==> src/rtl/bin_text_pkg.sv <==
// Shared definitions for the ASCII text link: character constants, the
// receive FSM state type and the supported-character test used by both
// the transmit mapper and the receive decoder.
package bin_text_pkg;

  localparam logic [7:0] ASCII_CR    = 8'h0D;
  localparam logic [7:0] ASCII_LF    = 8'h0A;
  localparam logic [7:0] ASCII_SPACE = 8'h20;

  typedef enum logic [1:0] {
    IDLE = 2'd0,
    DATA = 2'd1,
    STOP = 2'd2,
    HUNT = 2'd3
  } rx_state_t;

  // Printable ASCII minus the three codes the link reserves, plus line end.
  function automatic logic is_supported(input logic [7:0] b);
    is_supported = (b == ASCII_CR) ||
                   ((b >= 8'h20) && (b <= 8'h7E) &&
                    (b != 8'h22) && (b != 8'h25) && (b != 8'h5C));
  endfunction

endpackage

==> src/rtl/sync_fifo.sv <==
// Single-clock FIFO with a valid/ready read side. Pointers carry one extra
// wrap bit so full and empty are distinguished without a count register.
// A write while full is accepted only when a read retires the head the same cycle.
module sync_fifo #(
  parameter int WIDTH = 9,
  parameter int DEPTH = 4
) (
  input  logic             clk,
  input  logic             rst,
  input  logic             wr_en,
  input  logic [WIDTH-1:0] wr_data,
  output logic             full,
  input  logic             rd_ready,
  output logic             rd_valid,
  output logic [WIDTH-1:0] rd_data
);

  localparam int AW = $clog2(DEPTH);

  logic [AW:0]      wr_ptr;
  logic [AW:0]      rd_ptr;
  logic [WIDTH-1:0] mem [DEPTH];
  logic             empty;
  logic             pop;
  logic             wr_ok;

  // Status flags, handshake qualification and head-of-queue view.
  always_comb begin
    empty    = (wr_ptr == rd_ptr);
    full     = (wr_ptr[AW] != rd_ptr[AW]) && (wr_ptr[AW-1:0] == rd_ptr[AW-1:0]);
    rd_valid = ~empty;
    pop      = rd_valid & rd_ready;
    wr_ok    = wr_en & (~full | pop);
    rd_data  = empty ? '0 : mem[rd_ptr[AW-1:0]];
  end

  // Pointer update; wrap past DEPTH is the natural binary rollover.
  always_ff @(posedge clk) begin
    if (rst) begin
      wr_ptr <= '0;
      rd_ptr <= '0;
    end else begin
      if (wr_ok) wr_ptr <= wr_ptr + (AW+1)'(1);
      if (pop)   rd_ptr <= rd_ptr + (AW+1)'(1);
    end
  end

  // Storage array; contents are don't-care until written, empty gates the output.
  always_ff @(posedge clk) begin
    if (wr_ok) mem[wr_ptr[AW-1:0]] <= wr_data;
  end

endmodule

==> src/rtl/bin_to_text_rx.sv <==
// Receive side of the ASCII text link: frame deserialiser, character
// decode, output queue and saturating status counters.
//
//  state | meaning
//  IDLE  | line idle (1), waiting for a start bit (0)
//  DATA  | shifting 8 data bits, MSB first
//  STOP  | expecting stop bit (1); 0 is a framing error
//  HUNT  | after framing error, wait for line to return to 1
module bin_to_text_rx
  import bin_text_pkg::*;
#(
  parameter int DEPTH = 4,
  parameter int CNT_W = 16
) (
  input  logic             clk,
  input  logic             rst,
  input  logic             bit_in,
  input  logic             bit_valid,
  output logic [7:0]       char_out,
  output logic             char_bad,
  output logic             char_valid,
  input  logic             char_ready,
  output logic             frame_err,
  output logic             ovf_err,
  output logic [CNT_W-1:0] char_cnt,
  output logic [CNT_W-1:0] err_cnt
);

  rx_state_t        state, state_nx;
  logic [7:0]       shreg;
  logic [2:0]       bit_cnt;
  logic             shift_en, stop_ok, frame_ev;
  logic [8:0]       dec_word;
  logic             push_pend;
  logic [8:0]       push_word;
  logic             fifo_full, pop, accept, ovf_ev, bad_ev;
  logic [1:0]       err_inc;
  logic [CNT_W:0]   err_sum;

  // FSM state register.
  always_ff @(posedge clk) begin
    if (rst) state <= IDLE;
    else     state <= state_nx;
  end

  // Next state and per-strobe actions; nothing moves without bit_valid.
  always_comb begin
    state_nx = state;
    shift_en = 1'b0;
    stop_ok  = 1'b0;
    frame_ev = 1'b0;
    if (bit_valid) begin
      case (state)
        IDLE: if (!bit_in) state_nx = DATA;
        DATA: begin
          shift_en = 1'b1;
          if (bit_cnt == 3'd7) state_nx = STOP;
        end
        STOP: begin
          if (bit_in) begin
            stop_ok  = 1'b1;
            state_nx = IDLE;
          end else begin
            frame_ev = 1'b1;
            state_nx = HUNT;
          end
        end
        HUNT: if (bit_in) state_nx = IDLE;
        default: state_nx = IDLE;
      endcase
    end
  end

  // Decode the assembled byte into {bad, text code}.
  always_comb begin
    dec_word = {1'b1, ASCII_SPACE};
    if (shreg == ASCII_CR)     dec_word = {1'b0, ASCII_LF};
    else if (is_supported(shreg)) dec_word = {1'b0, shreg};
  end

  // Shift register, bit counter and the one-cycle push stage after the stop bit.
  always_ff @(posedge clk) begin
    if (rst) begin
      shreg     <= '0;
      bit_cnt   <= '0;
      push_pend <= 1'b0;
      push_word <= '0;
    end else begin
      if (shift_en) begin
        shreg   <= {shreg[6:0], bit_in};
        bit_cnt <= bit_cnt + 3'd1;
      end
      push_pend <= stop_ok;
      if (stop_ok) push_word <= dec_word;
    end
  end

  // Push acceptance and error events for this cycle.
  always_comb begin
    pop     = char_valid & char_ready;
    accept  = push_pend & (~fifo_full | pop);
    ovf_ev  = push_pend & ~accept;
    bad_ev  = accept & push_word[8];
    err_inc = {1'b0, frame_ev} + {1'b0, ovf_ev} + {1'b0, bad_ev};
    err_sum = {1'b0, err_cnt} + (CNT_W+1)'(err_inc);
  end

  // Error pulses and saturating counters.
  always_ff @(posedge clk) begin
    if (rst) begin
      frame_err <= 1'b0;
      ovf_err   <= 1'b0;
      char_cnt  <= '0;
      err_cnt   <= '0;
    end else begin
      frame_err <= frame_ev;
      ovf_err   <= ovf_ev;
      if (accept && (char_cnt != '1)) char_cnt <= char_cnt + CNT_W'(1);
      err_cnt <= err_sum[CNT_W] ? '1 : err_sum[CNT_W-1:0];
    end
  end

  sync_fifo #(
    .WIDTH (9),
    .DEPTH (DEPTH)
  ) u_fifo (
    .clk      (clk),
    .rst      (rst),
    .wr_en    (accept),
    .wr_data  (push_word),
    .full     (fifo_full),
    .rd_ready (char_ready),
    .rd_valid (char_valid),
    .rd_data  ({char_bad, char_out})
  );

endmodule

==> config.mk <==
export PLATFORM = sky130hd
export DESIGN_NAME = bin_to_text_rx
export DESIGN_NICKNAME = d
export VERILOG_FILES = /design/src/rtl/bin_text_pkg.sv /design/src/rtl/sync_fifo.sv /design/src/rtl/bin_to_text_rx.sv
export SDC_FILE = /design/constraint.sdc
export NUM_CORES = 1
export LEC_CHECK = 0
export CAP_MARGIN = 20
export CELL_PAD_IN_SITES_DETAIL_PLACEMENT = 0
export CELL_PAD_IN_SITES_GLOBAL_PLACEMENT = 1
export CORE_MARGIN = 2
export CORE_UTILIZATION = 40
export CTS_BUF_LIST = sky130_fd_sc_hd__clkbuf_8
export CTS_CLUSTER_SIZE = 12
export DETAILED_ROUTE_END_ITERATION = 8
export GPL_ROUTABILITY_DRIVEN = 0
export PLACE_DENSITY = 0.71
export RECOVER_POWER = 50
export SYNTH_ARGS = -nofsm -noshare
export SYNTH_HDL_FRONTEND = slang
export SYNTH_HIERARCHICAL = 1
export SYNTH_SLANG_ARGS = --single-unit
==> constraint.sdc <==
create_clock -name clk -period 5 [get_ports clk]
set_input_delay 1.25 -clock clk [delete_from_list [all_inputs] [get_ports clk]]
set_output_delay 1.25 -clock clk [all_outputs]
set_load 0.02 [all_outputs]
==> results.json, run 1 <==
{
  "synth_warnings": 6,
  "synth-edff-count": 36,
  "antenna_found_initial": 0,
  "path_max_fanout": 13,
  "dr.pass1.iters": 4,
  "worstHoldPathCells": 2,
  "yosysMostFrequentCell": "dfxtp_1",
  "grt_pass1_vias": 3107,
  "relSlewSlack": -0.196,
  "clock-sinks": 101,
  "hpwl_um": 6200,
  "ir_drop_mv": 0.150,
  "die-area_um2": 12500,
  "required_ns": 5.26,
  "hold_viol_final": 0,
  "synthTopCellsByCount": "dfxtp_1, a21oi_1, edfxtp_1, nor2_1, nand2_1",
  "die_y_um": 112,
  "async_flop_share": 0,
  "syn-instance-count": 416,
  "reg2reg_from": "u_fifo/wr_ptr[1]",
  "r2r_slack_ns": 0.72,
  "post_cts_buffers": 0,
  "drc": 0,
  "min_period_over_period": 0.855,
  "cap_violations": 1,
  "cts_resized": 0,
  "grt_use_total": 0.148,
  "drv_slew": 42,
  "ff2ff_path_depth": 12,
  "total_power_mw": 1.60,
  "drive_gt1_frac": 0.0905,
  "drt-initial-drc-count": 106,
  "yosysSeqAreaShare": 0.513,
  "portBuffers": 48,
  "hold_path_class": "reg -> reg",
  "synth_top_area_frac": 0.280,
  "postRouteAntennaNets": 0,
  "fin_tns_setup_ns": 0,
  "fillers": 1068,
  "setup.worst_path.start_class": "flop",
  "yosys.cell_types.count": 70,
  "p_leak_nw": 1.94,
  "grt_pass1_wl_um": 15100,
  "critPathArrivalTime_ns": 4.53,
  "fmax_ghz": 0.234,
  "grt_max_degree": 42,
  "crit_type": "reg -> reg",
  "hold-path-endpoint": "push_word[4]",
  "wirelength_um": 9150,
  "synthFlopType": "dfxtp_1",
  "clock_path_buffers": 2,
  "cts_made_buffers": 9,
  "coreArea_um2": 11400,
  "yosysTopAreaCell": "dfxtp_1",
  "cts_hold_buf": 0,
  "worst_pin_slew_ns": 1.79,
  "clk_pin_slew_worst_paths_ns": 0.10,
  "clk_latency_ns": 0.36,
  "violations": "capacitance limit, slew limit",
  "io_pins": 49,
  "ys_ff_latch": 101,
  "avgViaCountPerCell": 5.37,
  "root_buffer": "clkbuf_8",
  "regArea_um2": 2380,
  "vias": 3261,
  "outcome": "complete, but fails checks",
  "routedWlPerCell_um": 15.1,
  "syn-num-nets": 433,
  "avgSynthCellArea_um2": 11.2,
  "htreeDepth": 3,
  "reg2reg_to": "err_cnt[2]",
  "rows": 39,
  "power_density_nw_per_um2": 295,
  "grt.overflow.total": 0,
  "nets": 476,
  "setup_viol": 0,
  "area_growth_pct": 16.5,
  "dieWidth_um": 112,
  "multi_input_comb_area_um2": 2080,
  "synthTopCellsByArea": "dfxtp_1, edfxtp_1, mux4_2",
  "n_antenna_cell": 0,
  "start_util": 0.408,
  "fin_crit_ns": 4.28,
  "cts_tree": "built",
  "rsz0062_at_grt": "no",
  "worst_clock_skew_ns": 0.0180,
  "end_kind": "flop",
  "hold_start": "push_word[4]",
  "synthesis.area_um2": 4640
}
-- where the power goes --
group          internal (mW)  leakage (nW)  switching, mW  total [mW]
Clock                  0.285         0.111          0.284       0.569
Combinational         0.0838         0.957         0.0823       0.166
Sequential             0.849         0.871         0.0128       0.862
-- cell families (layout without fill, tap and decap cells) --
family / after synthesis / after routing / share of synthesized area
compound gates: 81 / 81 / 0.122
xor+xnor: 13 / 13 / 0.0294
fa+ha+maj: 12 / 12 / 0.0356
buf+inv: 37 / 85 / 0.0334
flops: 101 / 101 / 0.513
mux: 23 / 23 / 0.0768
simple gates: 149 / 149 / 0.190
-- state kept, by name (all words and copies together), names as in the netlist, 2 cells and up, named ones only --
signal	flops
push_word	9
u_fifo/rd_ptr	3
u_fifo/mem	36
state	2
err_cnt	16
bit_cnt	3
u_fifo/wr_ptr	3
char_cnt	16
shreg	8
-- metrics by stage --
step	worst slack (ns)	hold slack (ns)	util	cells	area (µm²)
floorplan	1.42	0.452	-	416	4640
global placement	0.611	0.479	0.459	591	5220
detailed placement	0.498	0.496	0.459	591	5220
CTS	0.874	0.514	0.479	607	5440
global route	0.381	0.529	0.476	607	5410
finish	0.725	0.501	0.476	607	5410
-- cell usage in the layout (no fill, tap or decap), types with 10 or more instances in the layout --
cell and n:
dfxtp_1 65, ha_1 10, nand3_1 10, clkdlybuf4s50_1 30
dlygate4sd3_1 17, edfxtp_1 36, nor3_1 11, inv_1 19
a21oi_1 36, nor2_1 36, nor2b_1 13, nand2_1 20
-- worst max path at each step --
stage	startpoint	slack, ns	to
global placement	char_ready	0.61	err_cnt[0]
global route	u_fifo/wr_ptr[1]	0.38	err_cnt[5]
finish	u_fifo/wr_ptr[1]	0.72	err_cnt[2]
floorplan	bit_valid	1.42	err_cnt[13]
CTS	u_fifo/wr_ptr[1]	0.87	err_cnt[5]
detailed placement	char_ready	0.50	err_cnt[5]
-- area by class of cell --
cell class	instances	area share
clock inverters	7	0.0178
multi-input cells	278	0.384
inverters	20	0.0139
flip-flops and latches	101	0.440
well taps	143	0.0331
repair buffers	49	0.0883
clock buffers	9	0.0229
-- critical path, cell delays in order (launching register included) --
cell and delay [ns]:
dfxtp_1 0.38, xnor2_1 0.48, and3_1 0.51, inv_1 0.12, a21bo_1 0.29, and3_1 0.22
fa_1 0.48, ha_1 0.20, fa_1 0.25, nand4_1 0.31, nor4_4 0.33, nand2b_1 0.36
a21oi_1 0.23
-- per-layer routing --
metal / GRT usage / vias to the layer above / routed length [µm]
met2: 0.238 / 56 / 4270
met4: 0.0403 / 0 / 96
li1: - / 1637 / -
met1: 0.199 / 1561 / 4430
met5: 0 / - / 0
met3: 0.0425 / 7 / 346
Note: power is estimated with default switching activity, not from simulation.
==> inputs of run 2 (changes only) <==
- CTS_CLUSTER_DIAMETER: unset -> 30
- SYNTH_HIERARCHICAL: 1 -> unset
- clock period: 5 -> 5.1 ns (I/O delays scaled with it)
==> results.json, run 2 <==
{
  "dpl.cell_count": 573,
  "syn-num-nets": 416,
  "yosys.area_share.simple": 0.186,
  "top_layer": "met4",
  "dr.pass1.iters": 6,
  "grt_pass1_wl_um": 15300,
  "synth.area.mux_share": 0.0954,
  "drt-initial-drc-count": 175,
  "grt.overflow.total": 0,
  "synth-xor-area-share": 0.0381,
  "fmax_ghz": 0.243,
  "grt_max_degree": 62,
  "antenna_found_initial": 0,
  "seqPwrFrac": 0.610,
  "fin_crit_ns": 4.12,
  "synthTopCellsByCount": "dfxtp_1, nor2_1, edfxtp_1",
  "io_pins": 49,
  "async_flop_share": 0,
  "switchingPower_mw": 0.330,
  "grt_pass1_vias": 3029,
  "required_ns": 5.39,
  "avgViaCountPerCell": 5.31,
  "start_util": 0.415,
  "slowest_stage": "or4_1",
  "yosysTopAreaCell": "dfxtp_1",
  "fillers": 1049,
  "crit_type": "in -> reg",
  "portBuffers": 48,
  "fin_util": 0.486,
  "finalNonFillerCells": 589,
  "most-common-layout-cells": "dfxtp_1, nor2_1, edfxtp_1, clkdlybuf4s50_1, a21oi_1",
  "cts_hold_buf": 0,
  "drive_gt1_frac": 0.102,
  "die-area_um2": 12200,
  "power_frac_comb": 0.017,
  "post_dp_cell_area_um2": 5140,
  "wl_met3_um": 279,
  "ir_drop_mv": 0.143,
  "synth_top_area_frac": 0.287,
  "htreeDepth": 3,
  "clock_path_buffers": 2,
  "slowest_delay_ns": 0.66,
  "worst_pin_slew_ns": 1.31,
  "synthesis.area_um2": 4540,
  "synthTopCellsByArea": "dfxtp_1, edfxtp_1, mux4_2",
  "vias": 3129,
  "synth_top_family_by_area": "simple AND/OR/NAND/NOR gates",
  "largest_reg_flops": 36,
  "met2WireLength_um": 4180,
  "rsz0062_at_grt": "no",
  "critPathBufInv": 1,
  "hold_viol_final": 0,
  "yosys.cell_types.count": 58,
  "rows": 38,
  "cts_tree": "built",
  "syn-instance-count": 399,
  "wirelength_um": 9120,
  "root_buffer": "clkbuf_8",
  "switching_share": 0.242,
  "cap_violations": 0,
  "end_kind": "flop",
  "pwr-share-clk": 0.373,
  "path_max_fanout": 12,
  "worst_clock_skew_ns": 0.0220,
  "fin_tns_setup_ns": 0,
  "clk_pin_slew_worst_paths_ns": 0.11,
  "cp_cell_sequence": "dlygate4sd3_1, o41ai_1, nor2_1, fa_1, ha_1, fa_1, nand4_1, or4_1, a21oi_1",
  "p_leak_nw": 1.93,
  "path_depth": 9,
  "area_growth_pct": 17.2,
  "min_period_over_period": 0.808,
  "die_y_um": 110,
  "clock-sinks": 101,
  "setup_viol": 0,
  "dieWidth_um": 110,
  "critPathArrivalTime_ns": 4.41,
  "coreArea_um2": 10900,
  "met1_length_um": 4570,
  "critical-path-top-delay-family": "adder cells",
  "outcome": "completed",
  "routedWlPerCell_um": 15.5,
  "relSlewSlack": 0.127,
  "ys_ff_latch": 101,
  "grt_use_total": 0.151,
  "setup.worst_path.start_class": "input port",
  "drv_slew": 0,
  "yosysMostFrequentCell": "dfxtp_1",
  "synth_warnings": 0,
  "hpwl_um": 6010,
  "n_antenna_cell": 0,
  "synth_compound_area_frac": 0.0874,
  "post_cts_buffers": 0,
  "drc": 0,
  "cts_resized": 0,
  "avgSynthCellArea_um2": 11.4,
  "mostFrequentLayoutCell": "dfxtp_1",
  "stdcell_area_um2": 5320,
  "total_power_mw": 1.36,
  "hold_path_class": "reg -> reg",
  "worstHoldPathCells": 2,
  "postRouteAntennaNets": 0,
  "cts_made_buffers": 9,
  "clk_latency_ns": 0.37,
  "critical_path.most_common_cell": "fa_1",
  "ff2ff_path_depth": 9,
  "synth-edff-count": 36,
  "intPower_mw": 1.03,
  "synthFlopType": "dfxtp_1",
  "power_density_nw_per_um2": 256,
  "yosysSeqAreaShare": 0.525,
  "synthAdderAreaFrac": 0.0364,
  "nets": 461
}
-- run 2: cell types whose count changed in the layout (fill, tap and decap cells not counted), sizes merged, moves of 4 or more --
cell   delta
and2      -4
a21oi    -10
nand2    -10
mux2i     +5
a32o      +4
and3      -6
nor2      +5
xor2      +4
o41ai     -5
nand3     +5
nor4      +7
-- run 2: worst register-to-register path: cells and delay by family, from the launching register on --
| kind | cells | cell delay, ns |
|---|---|---|
| DFF | 1 | 0.45 |
| AOI/OAI and AO/OA | 2 | 0.66 |
| xor gates and xnor gates | 1 | 0.15 |
| and+or+nand+nor | 3 | 0.88 |
| adders and majority gates | 3 | 0.99 |
-- run 2: path summary, 6_finish.rpt --
path / start / endpoint / slack, ns
setup / recovery: char_ready / err_cnt[0] / 0.98
hold / removal: bit_cnt[1] / bit_cnt[1] / 0.51
setup reg to reg: u_fifo.wr_ptr[1] / err_cnt[0] / 1.91
hold reg to reg: bit_cnt[1] / bit_cnt[1] / 0.51
-- run 2: cell families (layout without fill, tap and decap cells) --
| family | count (synthesis) | count (layout) |
|---|---|---|
| and+or+nand+nor | 146 | 146 |
| DFF | 101 | 101 |
| buffers and inverters | 35 | 85 |
| xor gates and xnor gates | 18 | 18 |
| AOI/OAI and AO/OA | 56 | 56 |
| adders and majority gates | 12 | 12 |
| muxes | 31 | 31 |
-- run 2: area by class of cell --
cell class	instances	area [µm²]	share of cell area
clock buffer	9	124	0.0233
clock inverter	7	78.8	0.0148
inverter	18	67.6	0.0127
multi-input combinational	263	1990	0.375
sequential	101	2380	0.448
tap	140	175	0.0329
timing repair buffer	51	494	0.0930
-- run 2: stage by stage --
| stage | worst slack [ns] | hold slack (ns) |
|---|---|---|
| 2_1_floorplan | 1.08 | 0.452 |
| 3_3_place_gp | 0.843 | 0.479 |
| 3_5_place_dp | 0.761 | 0.496 |
| 4_1_cts | 1.14 | 0.519 |
| 5_1_grt | 0.816 | 0.530 |
| 6_report | 0.980 | 0.511 |
-- run 2: per-layer routing --
metal	track usage	up-vias
met1	0.214	1507
met2	0.236	46
met4	0.0450	0
met3	0.0263	7
li1	-	1569
met5	0	-
-- run 2: power groups by stage --
| stage | Sequential, mW | Combinational [mW] | Clock, mW |
|---|---|---|---|
| floorplan | 0.848 | 0.0160 | 0 |
| global placement | 0.849 | 0.0229 | 0 |
| detailed placement | 0.849 | 0.0236 | 0 |
| CTS | 0.830 | 0.0236 | 0.526 |
| global route | 0.831 | 0.0253 | 0.552 |
| finish | 0.830 | 0.0226 | 0.508 |
